File: src/rtl/i2c_config_sequencer.sv
`default_nettype none
// ============================================================================
//  Module      : i2c_config_sequencer
//  Description : Walks a table of I2C commands. Each entry is handed to an
//                external I2C engine, NACKs and timeouts are retried a bounded
//                number of times, and read bytes are captured per entry.
//  Revision    : 1.0 - initial release
// ============================================================================
module i2c_config_sequencer #(
  parameter int NUM_CMDS    = 4,
  parameter int MAX_RETRY   = 2,
  parameter int TIMEOUT_CYC = 24000
) (
  input  logic                   clk_12m,
  input  logic                   rst_n,
  input  logic                   start,
  input  logic [NUM_CMDS*32-1:0] cmd_table,
  input  logic                   i2c_done,
  input  logic                   i2c_nack,
  input  logic [7:0]             i2c_read_data,
  output logic [7:0]             i2c_config,
  output logic [6:0]             i2c_dev_addr,
  output logic [7:0]             i2c_reg_addr,
  output logic [7:0]             i2c_reg_data,
  output logic [NUM_CMDS*8-1:0]  rd_data,
  output logic [NUM_CMDS-1:0]    rd_valid,
  output logic                   busy,
  output logic                   done,
  output logic                   error,
  output logic [3:0]             cmd_index,
  output logic [7:0]             state_debug
);

  localparam int c_TIMER_W = (TIMEOUT_CYC > 2) ? $clog2(TIMEOUT_CYC) : 1;
  localparam int c_RETRY_W = (MAX_RETRY > 0) ? $clog2(MAX_RETRY + 1) : 1;

  typedef enum logic [2:0] {
    S_IDLE   = 3'd0,
    S_LOAD   = 3'd1,
    S_ISSUE  = 3'd2,
    S_WAIT   = 3'd3,
    S_CHECK  = 3'd4,
    S_NEXT   = 3'd5,
    S_FINISH = 3'd6,
    S_FAIL   = 3'd7
  } state_t;

  state_t                 r_state;
  state_t                 w_next;

  logic                   r_done_meta;
  logic                   r_done_sync;
  logic                   r_done_prev;
  logic                   r_nack_meta;
  logic                   r_nack_sync;

  logic [7:0]             r_mode;
  logic [6:0]             r_dev;
  logic [7:0]             r_reg;
  logic [7:0]             r_wdata;
  logic [3:0]             r_cmd_index;
  logic [c_RETRY_W-1:0]   r_retry;
  logic [c_TIMER_W-1:0]   r_timer;
  logic                   r_nack_lat;
  logic [NUM_CMDS*8-1:0]  r_rd_data;
  logic [NUM_CMDS-1:0]    r_rd_valid;

  logic [7:0]             w_mode;
  logic [6:0]             w_dev;
  logic [7:0]             w_reg;
  logic [7:0]             w_wdata;
  logic                   w_done_rise;
  logic                   w_timeout;
  logic                   w_is_read;
  logic                   w_last;
  logic                   w_can_retry;

  assign w_done_rise = r_done_sync & ~r_done_prev;
  assign w_timeout   = (r_timer == c_TIMER_W'(TIMEOUT_CYC - 1));
  assign w_is_read   = (r_mode == 8'h04) || (r_mode == 8'h05) || (r_mode == 8'h06);
  assign w_last      = (r_cmd_index == 4'(NUM_CMDS - 1));
  assign w_can_retry = (r_retry < c_RETRY_W'(MAX_RETRY));

  assign i2c_dev_addr = r_dev;
  assign i2c_reg_addr = r_reg;
  assign i2c_reg_data = r_wdata;
  assign rd_data      = r_rd_data;
  assign rd_valid     = r_rd_valid;
  assign cmd_index    = r_cmd_index;
  assign state_debug  = {5'd0, r_state};

  // Select the fields of the table entry addressed by the current index
  always_comb begin
    w_mode  = 8'd0;
    w_dev   = 7'd0;
    w_reg   = 8'd0;
    w_wdata = 8'd0;
    for (int k = 0; k < NUM_CMDS; k++) begin
      if (r_cmd_index == 4'(k)) begin
        w_mode  = cmd_table[32*k+24 +: 8];
        w_dev   = cmd_table[32*k+16 +: 7];
        w_reg   = cmd_table[32*k+8  +: 8];
        w_wdata = cmd_table[32*k    +: 8];
      end
    end
  end

  // Two-flop synchronisers for the engine handshake, plus edge history for done
  always_ff @(posedge clk_12m or negedge rst_n) begin
    if (!rst_n) begin
      r_done_meta <= 1'b0;
      r_done_sync <= 1'b0;
      r_done_prev <= 1'b0;
      r_nack_meta <= 1'b0;
      r_nack_sync <= 1'b0;
    end else begin
      r_done_meta <= i2c_done;
      r_done_sync <= r_done_meta;
      r_done_prev <= r_done_sync;
      r_nack_meta <= i2c_nack;
      r_nack_sync <= r_nack_meta;
    end
  end

  // State register
  always_ff @(posedge clk_12m or negedge rst_n) begin
    if (!rst_n) r_state <= S_IDLE;
    else        r_state <= w_next;
  end

  // Next-state decode and state-derived outputs
  always_comb begin
    w_next     = r_state;
    i2c_config = 8'h00;
    busy       = 1'b0;
    done       = 1'b0;
    error      = 1'b0;
    case (r_state)
      S_IDLE: begin
        if (start) w_next = S_LOAD;
      end
      S_LOAD: begin
        busy   = 1'b1;
        w_next = (w_mode == 8'h00) ? S_FINISH : S_ISSUE;
      end
      S_ISSUE: begin
        busy       = 1'b1;
        i2c_config = r_mode;
        w_next     = S_WAIT;
      end
      S_WAIT: begin
        busy       = 1'b1;
        i2c_config = r_mode;
        if (w_done_rise || w_timeout) w_next = S_CHECK;
      end
      S_CHECK: begin
        busy = 1'b1;
        if (!r_nack_lat)      w_next = S_NEXT;
        else if (w_can_retry) w_next = S_ISSUE;
        else                  w_next = S_FAIL;
      end
      S_NEXT: begin
        busy   = 1'b1;
        w_next = w_last ? S_FINISH : S_LOAD;
      end
      S_FINISH: begin
        done   = 1'b1;
        w_next = S_IDLE;
      end
      S_FAIL: begin
        error  = 1'b1;
        w_next = S_IDLE;
      end
      default: w_next = S_IDLE;
    endcase
  end

  // Datapath: entry latching, timeout, retry count, index and read capture
  always_ff @(posedge clk_12m or negedge rst_n) begin
    if (!rst_n) begin
      r_mode      <= 8'd0;
      r_dev       <= 7'd0;
      r_reg       <= 8'd0;
      r_wdata     <= 8'd0;
      r_cmd_index <= 4'd0;
      r_retry     <= '0;
      r_timer     <= '0;
      r_nack_lat  <= 1'b0;
      r_rd_data   <= '0;
      r_rd_valid  <= '0;
    end else begin
      case (r_state)
        S_IDLE: begin
          if (start) begin
            r_cmd_index <= 4'd0;
            r_retry     <= '0;
            r_rd_valid  <= '0;
          end
        end
        S_LOAD: begin
          r_mode  <= w_mode;
          r_dev   <= w_dev;
          r_reg   <= w_reg;
          r_wdata <= w_wdata;
        end
        S_ISSUE: begin
          r_timer <= '0;
        end
        S_WAIT: begin
          r_timer <= r_timer + 1'b1;
          // A timeout is folded into the NACK path so CHECK handles both alike
          if (w_done_rise)    r_nack_lat <= r_nack_sync;
          else if (w_timeout) r_nack_lat <= 1'b1;
        end
        S_CHECK: begin
          if (!r_nack_lat) begin
            if (w_is_read) begin
              for (int k = 0; k < NUM_CMDS; k++) begin
                if (r_cmd_index == 4'(k)) begin
                  r_rd_data[8*k +: 8] <= i2c_read_data;
                  r_rd_valid[k]       <= 1'b1;
                end
              end
            end
          end else if (w_can_retry) begin
            r_retry <= r_retry + 1'b1;
          end
        end
        S_NEXT: begin
          r_retry <= '0;
          if (!w_last) r_cmd_index <= r_cmd_index + 1'b1;
        end
        default: ;
      endcase
    end
  end

endmodule
`default_nettype wire

File: config.mk
export PLATFORM = sky130hd
export DESIGN_NAME = i2c_config_sequencer
export DESIGN_NICKNAME = d
export VERILOG_FILES = /design/src/rtl/i2c_config_sequencer.sv
export SDC_FILE = /design/constraint.sdc
export NUM_CORES = 1
export LEC_CHECK = 0
export CAP_MARGIN = 20
export CORE_MARGIN = 2
export CORE_UTILIZATION = 39
export DETAILED_ROUTE_END_ITERATION = 8
export PLACE_DENSITY_LB_ADDON = 0.08
export SLEW_MARGIN = 40
export SYNTH_ARGS = -nofsm -noshare
export SYNTH_HDL_FRONTEND = slang
export SYNTH_SLANG_ARGS = --single-unit
File: constraint.sdc
create_clock -name clk_12m -period 2 [get_ports clk_12m]
set_clock_uncertainty 0.15 [all_clocks]
set_input_delay 0.4 -clock clk_12m [delete_from_list [all_inputs] [get_ports clk_12m]]
set_output_delay 0.4 -clock clk_12m [all_outputs]
set_load 0.02 [all_outputs]
Word-level counts from Yosys, hierarchy flattened
Index checks and enable logic that the tools add are counted.
{ "op_classes": {"addsub": 3, "reduce_logical": 26, "eq_ne": 25, "n_bitwise": 3, "order_cmp": 1, "n_mux": 44} }
{ "op_table": {"columns": ["cell", "n"], "rows": [
  ["2-to-1 mux 8 bit", 13],
  ["case mux 15 bit (2 select lines)", 1],
  ["2-to-1 mux 7 bit", 4],
  ["== test 8 x 3 -> 1 bit, second input constant", 3],
  ["!= test 2 bit, second input constant", 11],
  ["case mux 3 bit (7 select lines)", 1],
  ["AND reduction 4 bit", 5],
  ["AND reduction 5 bit", 4],
  ["2-to-1 mux 3 bit", 6],
  ["2-to-1 mux 4 bit", 4],
  ["case mux 4 bit (2 select lines)", 2],
  ["adder 15 x 1 -> 15 bit, second input constant", 1],
  ["== test 15 bit, second input constant", 1],
  ["== test 3 bit, second input constant", 4],
  ["2-to-1 mux 1 bit", 9],
  ["== test 4 x 2 -> 1 bit, second input constant", 2],
  ["zero test 8 bit", 1],
  ["nonzero test 2 bit", 4],
  ["== test 3 x 2 -> 1 bit, second input constant", 2],
  ["2-to-1 mux 2 bit", 3],
  ["case mux 2 bit (3 select lines)", 1],
  ["OR reduction 5 bit", 1],
  ["adder 4 x 1 -> 4 bit, second input constant", 1],
  ["== test 4 x 1 -> 1 bit, second input constant", 1],
  ["other kinds (12)", 17]
]} }
{ "word_totals": {"out_inout_bits": 82, "elab_cells": 124, "ff_bits": 97} }

Depth between registers and ports, before layout
{ "depth": {"ltp_word": 8, "ltp_mapped": 10, "depth_no_buf": 8} }

Worst setup path before layout
No wires, ideal clock.
{ "synth_timing": {"path_kind": "flip-flop to flip-flop", "startpoint": "register r_cmd_index[1] (netlist: cmd_index[1])", "endpoint": "register r_state[2]", "synth_period_minus_slack_ns": 2.288, "path_stages_with_launch": 11, "required_ns": 1.729, "arrival_time_ns": 2.016, "setup_time_ns": 0.121, "path_buffers": 2, "path_slack_ns": -0.288, "path_cell_list": "dfrtp_1 inv_1 ha_1 buf_2 nor4b_2 buf_2 a2bb2oi_1 a2bb2oi_2 nand4_1 o221a_1 a21oi_2"} }
{ "synth_between": {"elab_chain_len": 8, "word_cells_on_any_way": 12, "classes_between": "eq/ne (3); mux (7); reduce/logical (2)"} }
{ "synth_rtl": {"columns": ["item", "line_no", "rtl"], "rows": [
  ["start, declared", "61", "logic [3:0] r_cmd_index;"],
  ["start signal, assigned", "231", "if (!w_last) r_cmd_index <= r_cmd_index + 1'b1;"],
  ["zero test 4 bit", "99", "if (r_cmd_index == 4'(k)) begin"],
  ["2-to-1 mux 8 bit (4 in series)", "99", null],
  ["zero test 8 bit", "144", "w_next = (w_mode == 8'h00) ? S_FINISH : S_ISSUE;"],
  ["2-to-1 mux 3 bit", "144", null],
  ["case mux 3 bit (7 select lines) (*)", "138", "case (r_state)"],
  ["end signal, assigned", "128", "else r_state <= w_next;"],
  ["end, declared", "48", "state_t r_state;"]
]} }
Mark *: on every way between the ends. The rest lies on a longest branch, timed or not.
A chain may end at the register's enable or synchronous reset.

Worst setup path after layout
{ "layout_timing": {"startpoint": "register r_cmd_index[0] (netlist: cmd_index[0])", "endpoint": "register r_rd_data[20] (netlist: rd_data[20])"} }
{ "layout_between": {"elab_chain_len": 2} }
{ "layout_rtl": {"columns": ["item", "line_no", "rtl"], "rows": [
  ["== test 4 x 2 -> 1 bit", "219", "if (r_cmd_index == 4'(k)) begin"],
  ["AND reduction 4 bit (no line)", null, null],
  ["end signal, assigned by index", "220", "r_rd_data[8*k +: 8] <= i2c_read_data;"],
  ["end, declared", "65", "logic [NUM_CMDS*8-1:0] r_rd_data;"]
]} }
No other way between the ends.

==> metrics.txt <==
status finished, violations left; failing checks setup timing; Multi-input gate area about 2900 sq um; Die Wd around 120 microns; Detailed Route WL between 15 and 20 mm; 1st-iter DRT viols about 360; # clock sinks 97; main flop type after synthesis dfrtp_1; Final Cell Area between 8000 and 9000 sq um; Setup crit start kind register; io pins roughly 220; DRT Pass-1 Iters 5; TritonCTS buffer count 9; initial antenna violation count 0; Vias 5105; Syn Area/Cell just under 10 sq um; Final period util 1.12; Critical Path RT around 2.1 ns; Die ar. around 14000 sq um; register area approximately 2400 sq um; vias per cell about 5.3; dominant cells by area after synthesis dfrtp_1 (47%), mux2_1 (6.9%), a21oi_1 (6.9%), a222oi_1 (4.4%), nor2_1 (4.4%); Post-synth EDFFs 0; Crit path largest cell delay about 0.45 ns; Worst path top cell family by delay simple AND/OR/NAND/NOR gates; synth cell count leaders dfrtp_1 (97), a21oi_1 (71), nor2_1 (61), nor3_1 (33), mux2_1 (32); Power Total 11.3 mW; min-delay src r_nack_meta; Hold EP r_nack_sync; Core ar. between 10000 and 15000 sq um; critical-path cell list inv_4 > ha_4 > or3b_4 > buf_4 > buf_12 > nor2_8 > mux2_4; Post-synth ARST share 1.00; dpl cell area between 7000 and 8000 sq um; CTS tree built; final cell count without fillers about 960; residual overflow from global routing 0; Final Hold Fails 0; post-synth cell types 55; Synth Register Bits a little under 100; Leakage around 3.7 nW; vias in the first global route ~5.2k; Crit Path Category register to register; Fillers 1087; DRT antenna net count 0; Area Overhead vs Synth 67.5%; Crit. Startpoint cmd_index[0]; Setup Viol. Count Final 59; # DRC 0; Fmax 446 MHz; Ant. Diodes 0; Longest Clk Path Bufs 2; Synth area leader dfrtp_1; Tmin final 2.24 ns; # rows 42; Port Buffers roughly 210; share of the synthesized area in the top cell type 0.468; cell with the most instances after synthesis dfrtp_1; later-pin clock latency in the skew report ~0.34 ns; CP max FO 11; worst hold path type register to register; layout cell share with drive strength beyond 1 0.271; gate count after technology mapping 526; Slew Limit Fails 0; GRT Total Usage 0.242; pin count of the biggest net entering global routing 62; max_cap viols 0; Post-DP HPWL about 13 mm; unrepaired setup endpoints after global routing yes; Reg-to-Reg Start cmd_index[0]; reg2reg end rd_data[20]; Power Density roughly 1300 nW/um^2; first-pass GRT wire length approximately 27 mm; Ys Warns 0; placer's final routability congestion estimate ~0.82; CTS clk-pin slew, worst paths 0.07 ns; arrival time of the worst setup path 2.33 ns; Placed Cells approximately 930; WP buf/inv 3; clk root buf clkbuf_16; Critical-path top delay cell dfrtp_2; worst r2r path cells 7; Die H around 120 microns; Setup TNS Final -5.78 ns; Starting Density 0.395; Critical Path End Type register; post-DR wirelength/cell approximately 18 microns; H-tree depth 3; register area share after synthesis 0.468; final worst slack -0.243 ns; Worst VDD drop roughly 840 uV; nets just over 900; R2R Setup Slk -0.24 ns; Hold Path Depth 0; Mapped Area between 5000 and 6000 sq um
==> state kept, by name, indices dropped and copies added (netlist names), 2 cells and up <==
name,cells
cmd_index,4
i2c_reg_data,8
r_mode,8
rd_data,32
i2c_reg_addr,8
rd_valid,4
r_retry,2
i2c_dev_addr,7
r_timer,15
r_state,3
==> cell usage in the layout (no fill, tap or decap), types with 3 or more instances in the layout <==
master	netlist	layout
a31oi_1	4	4
conb_1	1	5
dfrtp_2	0	5
a21oi_1	71	62
inv_2	2	3
buf_2	7	7
dfrtp_1	97	92
o21a_1	4	4
o21ai_0	15	15
buf_4	9	49
buf_6	5	15
nor2_2	1	15
a2bb2oi_2	6	13
nor3_2	0	3
ha_4	0	4
and3_1	5	5
mux2_4	0	32
nand2_1	26	25
clkbuf_16	0	9
nand3_1	17	15
o21ai_2	3	4
nor3_1	33	30
buf_12	0	9
nand4_1	6	6
nor2_1	61	47
a21oi_2	1	10
o21ai_1	11	10
dlygate4sd2_1	0	7
inv_1	5	3
clkdlybuf4s50_1	0	194
and2_1	9	6
mux2i_1	3	3
nor2_8	4	4
a222oi_1	23	23
and2_4	1	4
==> cells by family after synthesis <==
group,Yosys count,share of synthesized area
and+or+nand+nor,181,0.189
AOI/OAI and AO/OA,154,0.199
DFF,97,0.468
buffers and inverters,51,0.0524
muxes,35,0.0753
adders and majority gates,5,0.0121
xor gates and xnor gates,2,0.00338
other,1,0.000723
==> where the power goes <==
| group | internal, mW | total [mW] | switching [mW] | leakage, nW |
|---|---|---|---|---|
| combinational | 3.16 | 6.64 | 3.47 | 2.31 |
| clock | 1.10 | 1.86 | 0.753 | 0.151 |
| sequential | 2.44 | 2.83 | 0.396 | 1.24 |
==> worst max-delay path by stage <==
| stage | to | slack (ns) | cells after the start |
|---|---|---|---|
| global route | r_state[2] | -0.31 | 9 |
| CTS | r_state[2] | -0.20 | 9 |
| floorplan | r_state[2] | -0.14 | 9 |
| global placement | i2c_reg_addr[3] | -0.21 | 8 |
| detailed placement | i2c_reg_addr[3] | -0.23 | 8 |
| finish | rd_data[20] | -0.24 | 7 |
==> final cells by class <==
| cell class | instances | area share |
|---|---|---|
| clock buffer | 10 | 0.0264 |
| clock inverter | 6 | 0.0105 |
| inverter | 7 | 0.00331 |
| multi-input combinational | 385 | 0.336 |
| sequential | 97 | 0.280 |
| tap | 176 | 0.0254 |
| timing repair buffer | 282 | 0.318 |
==> layer usage <==
| layer | wire length, microns | track usage |
|---|---|---|
| met3 | 1330 | 0.0580 |
| met4 | 439 | 0.0816 |
| met5 | 0 | 0 |
| met1 | 6710 | 0.298 |
| met2 | 8710 | 0.415 |
==> stage by stage <==
stage	hold WS (ns)	setup slack [ns]	util
2_1_floorplan	-0.0456	-0.140	-
3_3_place_gp	0.0695	-0.207	0.604
3_5_place_dp	0.0729	-0.226	0.604
4_1_cts	0.202	-0.200	0.645
5_1_grt	0.223	-0.314	0.661
6_report	0.198	-0.243	0.661
==> repair_timing <==
| action | in CTS | in global routing |
|---|---|---|
| resized for setup | 98 | 53 |
| buffers inserted | 9 | 8 |
| pin swaps | 12 | 29 |
| gates cloned | 3 | 0 |
| hold buffers | 1 | 0 |
| setup endpoints to repair | 82 | 84 |
| hold endpoints to repair | 97 | 0 |
Power figures use the tool's default switching activity.
